`src/rtl/keypad_scan_ctrl.sv`:
```
// keypad_scan_ctrl: 4x4 matrix keypad scanner with press/release debounce and a valid/ready key-event port.
// Optional auto-repeat while a key is held is enabled by defining KEYPAD_AUTOREPEAT_EN.
module keypad_scan_ctrl #(
  parameter int unsigned SETTLE_CYCLES   = 1000,
  parameter int unsigned DEBOUNCE_CYCLES = 500000,
  parameter int unsigned REPEAT_CYCLES   = 25000000
) (
  input  logic       clk,
  input  logic       RST,
  input  logic [3:0] RowIn,
  output logic [3:0] ColOut,
  output logic [3:0] key_code,
  output logic       key_valid,
  input  logic       key_ready,
  output logic       key_held,
  output logic       overrun
);

  localparam int unsigned CNT_MAX = (SETTLE_CYCLES > DEBOUNCE_CYCLES) ? SETTLE_CYCLES : DEBOUNCE_CYCLES;
  localparam int unsigned CNT_W   = $clog2(CNT_MAX + 1);
  localparam logic [CNT_W-1:0] SETTLE_LAST = CNT_W'(SETTLE_CYCLES - 1);
  localparam logic [CNT_W-1:0] DEB_LAST    = CNT_W'(DEBOUNCE_CYCLES - 1);

  // Rows need two synchronizer cycles before the settle window ends.
  if (SETTLE_CYCLES < 3 || DEBOUNCE_CYCLES < 1 || REPEAT_CYCLES < 1) begin : g_param_check
    $error("keypad_scan_ctrl: parameter out of range");
  end

  typedef enum logic [1:0] {
    SCAN     = 2'd0,
    DEBOUNCE = 2'd1,
    EMIT     = 2'd2,
    HOLD     = 2'd3
  } state_t;

  state_t           state, state_next;
  logic [3:0]       sync1, rs;
  logic [1:0]       col, col_next;
  logic [CNT_W-1:0] cnt, cnt_next, cnt_inc;
  logic [3:0]       pattern, pattern_next;
  logic [1:0]       row_idx, row_idx_next;
  logic             emit_c;
  logic             rep_fire_c;
  logic             one_low_c;
  logic [1:0]       low_idx_c;

  assign cnt_inc = (cnt == {CNT_W{1'b1}}) ? cnt : cnt + CNT_W'(1);

  // Exactly-one-low-row detection and its row index.
  always_comb begin
    one_low_c = 1'b0;
    low_idx_c = 2'd0;
    case (rs)
      4'b1110: begin one_low_c = 1'b1; low_idx_c = 2'd0; end
      4'b1101: begin one_low_c = 1'b1; low_idx_c = 2'd1; end
      4'b1011: begin one_low_c = 1'b1; low_idx_c = 2'd2; end
      4'b0111: begin one_low_c = 1'b1; low_idx_c = 2'd3; end
      default: begin one_low_c = 1'b0; low_idx_c = 2'd0; end
    endcase
  end

  always_ff @(posedge clk) begin
    if (RST) state <= SCAN;
    else     state <= state_next;
  end

  always_comb begin
    state_next   = state;
    col_next     = col;
    cnt_next     = cnt;
    pattern_next = pattern;
    row_idx_next = row_idx;
    emit_c       = 1'b0;
    case (state)
      SCAN: begin
        if (cnt == SETTLE_LAST) begin
          cnt_next = '0;
          if (one_low_c) begin
            state_next   = DEBOUNCE;
            pattern_next = rs;
            row_idx_next = low_idx_c;
          end else begin
            col_next = col + 2'd1;
          end
        end else begin
          cnt_next = cnt_inc;
        end
      end
      DEBOUNCE: begin
        if (rs != pattern) begin
          state_next = SCAN;
          cnt_next   = '0;
        end else if (cnt == DEB_LAST) begin
          state_next = EMIT;
          cnt_next   = '0;
        end else begin
          cnt_next = cnt_inc;
        end
      end
      EMIT: begin
        emit_c     = 1'b1;
        state_next = HOLD;
        cnt_next   = '0;
      end
      HOLD: begin
        // Release count only advances while every row reads high.
        if (rs != 4'hF) begin
          cnt_next = '0;
        end else if (cnt == DEB_LAST) begin
          state_next = SCAN;
          col_next   = 2'd0;
          cnt_next   = '0;
        end else begin
          cnt_next = cnt_inc;
        end
      end
      default: begin
        state_next = SCAN;
        col_next   = 2'd0;
        cnt_next   = '0;
      end
    endcase
  end

`ifdef KEYPAD_AUTOREPEAT_EN
  localparam int unsigned REP_W = $clog2(REPEAT_CYCLES + 1);
  localparam logic [REP_W-1:0] REP_LAST = REP_W'(REPEAT_CYCLES - 1);

  logic [REP_W-1:0] rep_cnt, rep_cnt_next;

  // Repeat timer runs only while the latched key pattern is still present in HOLD.
  always_comb begin
    rep_cnt_next = '0;
    rep_fire_c   = 1'b0;
    if (state == HOLD && rs == pattern) begin
      if (rep_cnt == REP_LAST) begin
        rep_fire_c = 1'b1;
      end else if (rep_cnt != {REP_W{1'b1}}) begin
        rep_cnt_next = rep_cnt + REP_W'(1);
      end else begin
        rep_cnt_next = rep_cnt;
      end
    end
  end

  always_ff @(posedge clk) begin
    if (RST) rep_cnt <= '0;
    else     rep_cnt <= rep_cnt_next;
  end
`else
  assign rep_fire_c = 1'b0;
`endif

  always_ff @(posedge clk) begin
    if (RST) begin
      sync1     <= 4'hF;
      rs        <= 4'hF;
      col       <= 2'd0;
      cnt       <= '0;
      pattern   <= 4'hF;
      row_idx   <= 2'd0;
      ColOut    <= 4'b1110;
      key_code  <= 4'h0;
      key_valid <= 1'b0;
      key_held  <= 1'b0;
      overrun   <= 1'b0;
    end else begin
      sync1    <= RowIn;
      rs       <= sync1;
      col      <= col_next;
      cnt      <= cnt_next;
      pattern  <= pattern_next;
      row_idx  <= row_idx_next;
      ColOut   <= ~(4'b0001 << col_next);
      key_held <= (state_next == HOLD);
      // A same-cycle acceptance frees the slot, so a new event never counts as overrun then.
      if (emit_c || rep_fire_c) begin
        if (!key_valid || key_ready) begin
          key_code  <= {row_idx, col};
          key_valid <= 1'b1;
        end else begin
          overrun <= 1'b1;
        end
      end else if (key_valid && key_ready) begin
        key_valid <= 1'b0;
      end
    end
  end

endmodule

```
`config.mk`:
```
export PLATFORM = sky130hd
export DESIGN_NAME = keypad_scan_ctrl
export DESIGN_NICKNAME = d
export VERILOG_FILES = /design/src/rtl/keypad_scan_ctrl.sv
export SDC_FILE = /design/constraint.sdc
export NUM_CORES = 1
export LEC_CHECK = 0
export CORE_MARGIN = 2
export CORE_UTILIZATION = 55
export CTS_CLUSTER_SIZE = 24
export DETAILED_ROUTE_END_ITERATION = 8
export GPL_TIMING_DRIVEN = 0
export HOLD_SLACK_MARGIN = 0.06
export MAX_ROUTING_LAYER = met4
export PLACE_DENSITY = 0.74
export SYNTH_ARGS = -nofsm -noshare
export SYNTH_HDL_FRONTEND = slang
export SYNTH_SLANG_ARGS = --single-unit
export TNS_END_PERCENT = 30
```
`constraint.sdc`:
```
create_clock -name clk -period 2.4 [get_ports clk]
set_clock_uncertainty 0.05 [all_clocks]
set_input_delay 0.48 -clock clk [delete_from_list [all_inputs] [get_ports clk]]
set_output_delay 0.48 -clock clk [all_outputs]
set_load 0.01 [all_outputs]
```
# Yosys cells after proc, flatten, opt, wreduce, memory -nomap -nowiden

Index checks and enable logic that the tools add are counted.

Register bits after elaboration: 48
Bits in writable memories: 0
Memories kept: 0
Bits in latches: 0
Logic and storage cells: 65
Output and inout port bits: 11
Bits in read-only memories: 0
Input bits: 7

Add/sub/neg operators: 2
Bitwise operators: 2
Order comparisons: 0
Divide/modulo/power cells: 0
Eq/ne operators: 14
Shift operators: 1
Mux-type cells: 24
$mul: 0
Reduce and logical (&&, ||, !) cells: 10

Operators by type and width:

| kind                                                  | number |
|---|---|
| two-way mux 19 bit                                    | 5 |
| one-hot mux 19 bit (4 select lines)                   | 1 |
| equality test 19 bit, second input constant           | 2 |
| two-way mux 2 bit                                     | 10 |
| adder 19 x 1 -> 19 bit, second input constant         | 1 |
| equality test 19 x 10 -> 1 bit, second input constant | 1 |
| equality test 4 bit, second input constant            | 3 |
| one-hot mux 2 bit (4 select lines)                    | 1 |
| equality test 2 bit, second input constant            | 3 |
| one-hot mux 2 bit (3 select lines)                    | 1 |
| AND reduction 2 bit                                   | 3 |
| two-way mux 1 bit                                     | 5 |
| equality test 4 x 3 -> 1 bit, second input constant   | 1 |
| inequality test 4 bit                                 | 1 |
| inequality test 4 bit, second input constant          | 1 |
| inverter 4 bit                                        | 1 |
| one-hot mux 2 bit (2 select lines)                    | 1 |
| OR reduction 4 bit                                    | 1 |
| << shifter 1 x 2 -> 4 bit, first input constant       | 1 |
| AND reduction 3 bit                                   | 1 |
| adder 2 x 1 -> 2 bit, second input constant           | 1 |
| equality test 2 x 1 -> 1 bit, second input constant   | 1 |
| logical NOT 2 bit                                     | 1 |
| inequality test 2 x 1 -> 1 bit, second input constant | 1 |
| 5 further kinds                                       | 5 |

# Logic depth before layout (Yosys ltp)

Gate-level depths: netlist of run 1.

Depth in word-level cells: 8
Gate-level depth with buffers: 8
Depth with buffers taken out: 7

# Worst setup path after synthesis of run 1

No wires, ideal clock.

Path type: register to register
Start: register cnt[10]
End: register ColOut[2]
Setup slack: 0.444 ns
Path buffers: 0
Library setup time: 0.114 ns
Clock period less this slack: 1.956 ns
Cell stages (with the launch flop): 7
Arrival: 1.792 ns
Data required time: 2.236 ns
Cell sequence: dfxtp_1 -> nor4_4 -> nand3_2 -> o41ai_2 -> o211ai_1 -> or2_0 -> a21o_1

Word-level cells in the longest chain between the ends: 6
Elaborated cells on any way between the ends: 8
Those cells by class: eq/ne (2); shift (1); mux (4); bitwise (1)

RTL lines:

| what                                   | line | source |
|---|---|---|
| from (decl)                            | 39   | `logic [CNT_W-1:0] cnt, cnt_next, cnt_inc;` |
| from (signal assigned)                 | 171  | `cnt <= cnt_next;` |
| equality test 19 bit                   | 109  | `end else if (cnt == DEB_LAST) begin` |
| two-way mux 2 bit                      | 109  |  |
| two-way mux 2 bit                      | 107  | `if (rs != 4'hF) begin` |
| one-hot mux 2 bit (2 select lines) (*) | 74   | `case (state)` |
| << shifter 1 x 2 -> 4 bit (*)          | 174  | `ColOut <= ~(4'b0001 << col_next);` |
| inverter 4 bit (*)                     | 174  |  |
| to (signal assigned)                   | 174  |  |
| to (decl)                              | 11   | `output logic [3:0] ColOut,` |

Every way passes the cells marked *; elsewhere a longest branch is shown, timed or not.
A chain may end at the register's enable or synchronous reset.

# Final worst setup path of run 1

Start: register cnt[5]
End: register ColOut[2]

The elaborated chain is that of the path after synthesis.

==> results of run 1 <==
==> worst max-delay path, cell delays in order, from the launching register on <==
cell	delay [ps]
dfxtp_1	360
nor4_1	370
nand3_2	160
o41ai_2	470
o211ai_1	260
or2_0	280
a21o_1	170
==> cells in the final DEF, fill, tap and decap left out, drive strengths merged, types with 2 or more instances in the layout <==
cell / count
clkinv: 2
clkdlybuf4s50: 16
buf: 6
nand2: 17
o21ai: 7
nor2: 35
nand4: 12
nand2b: 5
ha: 5
and4: 4
nor2b: 4
dfxtp: 48
clkbuf: 11
or2: 11
mux2i: 4
a311oi: 2
nand3: 8
inv: 12
a31oi: 2
xor2: 17
and3: 5
nand4b: 3
a21oi: 11
a211o: 2
o211ai: 3
nor3: 2
a211oi: 2
nor4: 3
xnor2: 4
==> cell families after synthesis <==
group | Yosys count | synth area share, %
buffers and inverters | 23 | 4.80
adders and majority gates | 6 | 3.20
AOI/OAI and AO/OA | 37 | 11.2
DFF | 48 | 42.3
xor gates and xnor gates | 21 | 8.10
muxes | 4 | 1.76
and+or+nand+nor | 114 | 28.6
==> stage by stage <==
step / area (sq um) / std cells / utilization (%) / hold WS [ps] / setup WS, ps
floorplan: 2270 / 253 / - / 339 / 444
global placement: 2490 / 319 / 62.3 / 340 / 156
detailed placement: 2490 / 319 / 62.3 / 344 / 141
CTS: 2580 / 327 / 64.6 / 367 / 121
global route: 2590 / 327 / 64.7 / 384 / 20.6
finish: 2590 / 327 / 64.7 / 364 / 176
==> worst max-delay path by stage <==
stage	from	depth (start not counted)	slack, ps	end
final	cnt[5]	6	180	ColOut[2]
after detailed placement	cnt[0]	8	140	cnt[7]
after global routing	cnt[10]	6	20	ColOut[2]
after global placement	cnt[0]	8	160	cnt[11]
after floorplan	cnt[10]	6	440	ColOut[2]
after CTS	cnt[0]	8	120	cnt[13]
==> cell usage after synthesis (2+ instances only) <==
| cell type | number |
|---|---|
| nor4_1 | 2 |
| a31oi_1 | 2 |
| buf_2 | 4 |
| dfxtp_1 | 48 |
| nor2_1 | 35 |
| or2_2 | 10 |
| a21oi_1 | 11 |
| nand4b_1 | 3 |
| xnor2_1 | 4 |
| a311oi_1 | 2 |
| o211ai_1 | 3 |
| nand2_1 | 17 |
| a211oi_1 | 2 |
| and3_1 | 5 |
| and4_1 | 4 |
| inv_1 | 11 |
| nand4_1 | 12 |
| buf_6 | 2 |
| ha_1 | 5 |
| nor2b_1 | 4 |
| mux2i_1 | 4 |
| nand3_1 | 7 |
| nand2b_1 | 5 |
| clkbuf_1 | 5 |
| xor2_1 | 17 |
| a211o_1 | 2 |
| o21ai_0 | 6 |
==> area by class of cell <==
| type | count | area share, % |
|---|---|---|
| plain buffers | 11 | 2.37 |
| clock buffers | 6 | 3.19 |
| clock inverters | 2 | 0.386 |
| inverters | 12 | 1.84 |
| multi-input cells | 182 | 46.5 |
| flip-flops and latches | 48 | 37.1 |
| well taps | 50 | 2.42 |
| repair buffers | 16 | 6.18 |
==> flip-flops by register name, indices dropped and copies added, names as in the netlist <==
register and count:
key_held 1, col 2, key_valid 1, pattern 4
row_idx 2, ColOut 4, cnt 19, state 2
key_code 4, sync1 4, overrun 1, rs 4
==> metal layers <==
metal | wire [microns] | vias up | share of wire, % | global-route usage, %
li1 | - | 924 | - | -
met1 | 2080 | 838 | 52 | 26.8
met2 | 1690 | 34 | 42 | 27.9
met3 | 183 | 5 | 4.6 | 4.44
met4 | 58 | 0 | 1.4 | 7.50
met5 | 0 | - | 0 | -
==> timing repair <==
| action | CTS | global route |
|---|---|---|
| resized for setup | 0 | 1 |
| hold endpoints to repair | 0 | 0 |
| setup endpoints to repair | 0 | 9 |
==> where the power goes <==
group,total [mW],internal [mW],switching [mW]
registers,0.824,0.812,0.0120
clock network,0.485,0.230,0.255
logic,0.124,0.0542,0.0697
total,1.43,1.10,0.337
==> qor.csv, run 1 <==
metric;value;unit
drive_above_1_share;12.3;%
synth-edff-count;0;
hold_path_end;rs[0];
tns;0;ps
cts-root-buf;clkbuf_8;
synth_ff_type;dfxtp_1;
min_from;sync1[0];
grt_use_total;19.6;%
fillerInstances;365;
ff2ff_setup_slack;180;ps
reg2reg_depth;6;
start_util;56.7;%
yosys_warnings;0;
die_w;68.2;microns
grt_max_degree;15;
hold_depth;1;
numCtsBuffers;5;
timing.fmax;450;MHz
reg2reg_from;cnt[5];
clkTransAtPathRegs;90;ps
crit_path_end_kind;flip-flop;
status;completed;
dieArea;0.00466;sq mm
hold_viol;0;
tightest_slew;458;ps
grt_first_pass_wirelength;6.67;mm
yosys.area.top_type_share;42.3;%
synth_cells;253;
ys_types;48;
ctsHoldBuffers;0;
synth-seq-cells;48;
die_h;68.2;microns
worstPathRequired;2540;ps
seqCellArea;961;sq um
worst-path-max-fanout;5;
crit-reg2reg-capture;ColOut[2];
vias_per_cell;5.51;
setup_viol_count_final;0;
relSlewSlack;69.5;%
critPathKind;flip-flop to flip-flop;
ioPinCount;18;
power;1.43;mW
grt_pass1_vias;1505;
first_pass_iters;4;
antenna_found_initial;0;
nNetsFinal;288;
syn-num-nets;265;
synth.area.top_cells;dfxtp_1 42%, xor2_1 6.6%, nor2_1 5.8%;
portBuffers;16;
route.vias.total;1801;
clock_sinks;48;
multi_input_area;0.00120;sq mm
drt_iter0_drc;96;
power.density;553;mW/mm^2
hpwlAfterDp;2.93;mm
place_congestion;0.881;
fin_crit_sh;92.7;%
drc_errors;0;
clockBufferDepth;2;
coreArea;0.00400;sq mm
rows;23;
cp-start-kind;flip-flop;
antenna_left;0;
antenna_cells;0;
drt-total-wl;4.02;mm
avgSynthCellArea;8.97;sq um
cts_tree;yes;
rsz0062_at_grt;false;
insertion_delay;300;ps
drv_slew;0;
layout_min_cycle_time;2220;ps
cap_violations;0;
avgRoutedWirePerCell;12.3;microns
syn_to_final_growth;14.1;%
htreeDepth;2;
post-cts-setup-buffers;0;
yosysSeqAreaShare;42.3;%
synth_area;0.00227;sq mm
min_path_type;flip-flop to flip-flop;
async_flop_share;0;%
crit_arrival;2370;ps
synth.largest_area_cell;dfxtp_1;
overflow;0;
ir_worst_vdd;0.406;mV
power_leakage;1.01;nW
Note: power is estimated with default switching activity, not from simulation.
==> run 2: changes to the inputs <==
- RECOVER_POWER: default -> 100
==> qor.csv, run 2 (same netlist as run 1, synthesis figures left out) <==
metric;value;unit
route.vias.total;1790;
power.density;556;mW/mm^2
clockBufferDepth;2;
drc_errors;0;
worstPathRequired;2540;ps
relSlewSlack;69.2;%
met1Wirelength;2.08;mm
final_cell_mix;48 x dfxtp_1, 35 x nor2_1, 17 x xor2_1, 17 x nand2_1;
dp_slack;141;ps
rows;23;
antenna_cells;0;
drive_above_1_share;11.6;%
start_util;56.7;%
dieArea;0.00466;sq mm
tightest_slew;461;ps
vias_per_cell;5.47;
htreeDepth;2;
status;completed;
dpl_cell_area;0.00249;sq mm
antenna_left;0;
met3_length;176;microns
power_leakage;1.00;nW
rsz0062_at_grt;false;
grt_max_degree;15;
portBuffers;16;
holdWs;364;ps
finalNonFillerCells;327;
routed.top_layer;met4;
nNetsFinal;288;
final_util;64.2;%
place_congestion;0.881;
first_pass_iters;5;
drt-total-wl;4.01;mm
min_path_type;flip-flop to flip-flop;
wl_met2;1.69;mm
die_w;68.2;microns
top_register;cnt;
avgRoutedWirePerCell;12.3;microns
clkTransAtPathRegs;90;ps
hold_viol;0;
dp.cells;319;
fin_crit_sh;93.3;%
cp-start-kind;flip-flop;
ir_worst_vdd;0.403;mV
drv_slew;0;
coreArea;0.00400;sq mm
crit_arrival;2380;ps
fin_ws;161;ps
critPathKind;flip-flop to flip-flop;
drt_iter0_drc;109;
layout_min_cycle_time;2240;ps
worst-path-max-fanout;5;
ioPinCount;18;
largest_reg_flops;19;
grt_pass1_vias;1505;
mostFrequentLayoutCell;dfxtp_1;
tns;0;ps
clock_sinks;48;
power;1.43;mW
syn_to_final_growth;13.1;%
overflow;0;
post-cts-setup-buffers;0;
cts_tree;yes;
cts-root-buf;clkbuf_8;
insertion_delay;300;ps
final_area;0.00257;sq mm
cap_violations;0;
setup_viol_count_final;0;
grt_use_total;19.6;%
antenna_found_initial;0;
grt_first_pass_wirelength;6.67;mm
numCtsBuffers;5;
hpwlAfterDp;2.93;mm
timing.fmax;447;MHz
crit_path_end_kind;flip-flop;
die_h;68.2;microns
[run 2: repair_timing]
item / CTS / global route
gates resized for setup: 0 / 1
setup endpoints to repair: 0 / 9
hold buffers: 0 / 0
[run 2: worst paths after layout]
check | to | slack [ps] | cells past startpoint | startpoint
hold / removal | rs[0] | 360 | 1 | sync1[0]
setup / recovery | ColOut[2] | 160 | 6 | cnt[5]
hold reg to reg | rs[0] | 360 | 1 | sync1[0]
setup reg to reg | ColOut[2] | 160 | 6 | cnt[5]
[run 2: final cells by class]
| type | count | area [sq um] |
|---|---|---|
| Timing Repair Buffer | 16 | 160 |
| Fill cell | 368 | 1430 |
| Inverter | 12 | 47.5 |
| Sequential cell | 48 | 961 |
| Tap cell | 50 | 62.6 |
| Buffer | 11 | 55.1 |
| Clock inverter | 2 | 10.0 |
| Multi-Input combinational cell | 182 | 1190 |
| Clock buffer | 6 | 82.6 |
[run 2: where the power goes]
part / internal [mW] / switching [mW] / total (mW)
logic: 0.0512 / 0.0683 / 0.120
clock network: 0.230 / 0.254 / 0.484
registers: 0.812 / 0.0118 / 0.824
total: 1.09 / 0.335 / 1.43
[run 2: critical path: stages (launching register included)]
cell,delay [ps]
dfxtp_1,360
nor4_1,370
nand3_2,160
o41ai_2,480
o211ai_1,270
or2_0,280
a21o_1,170
[run 2: layer usage]
layer | GRT usage [%] | vias up
met1 | 26.8 | 828
met2 | 27.9 | 34
met4 | 7.50 | 0
li1 | - | 923
met5 | - | -
met3 | 4.44 | 5
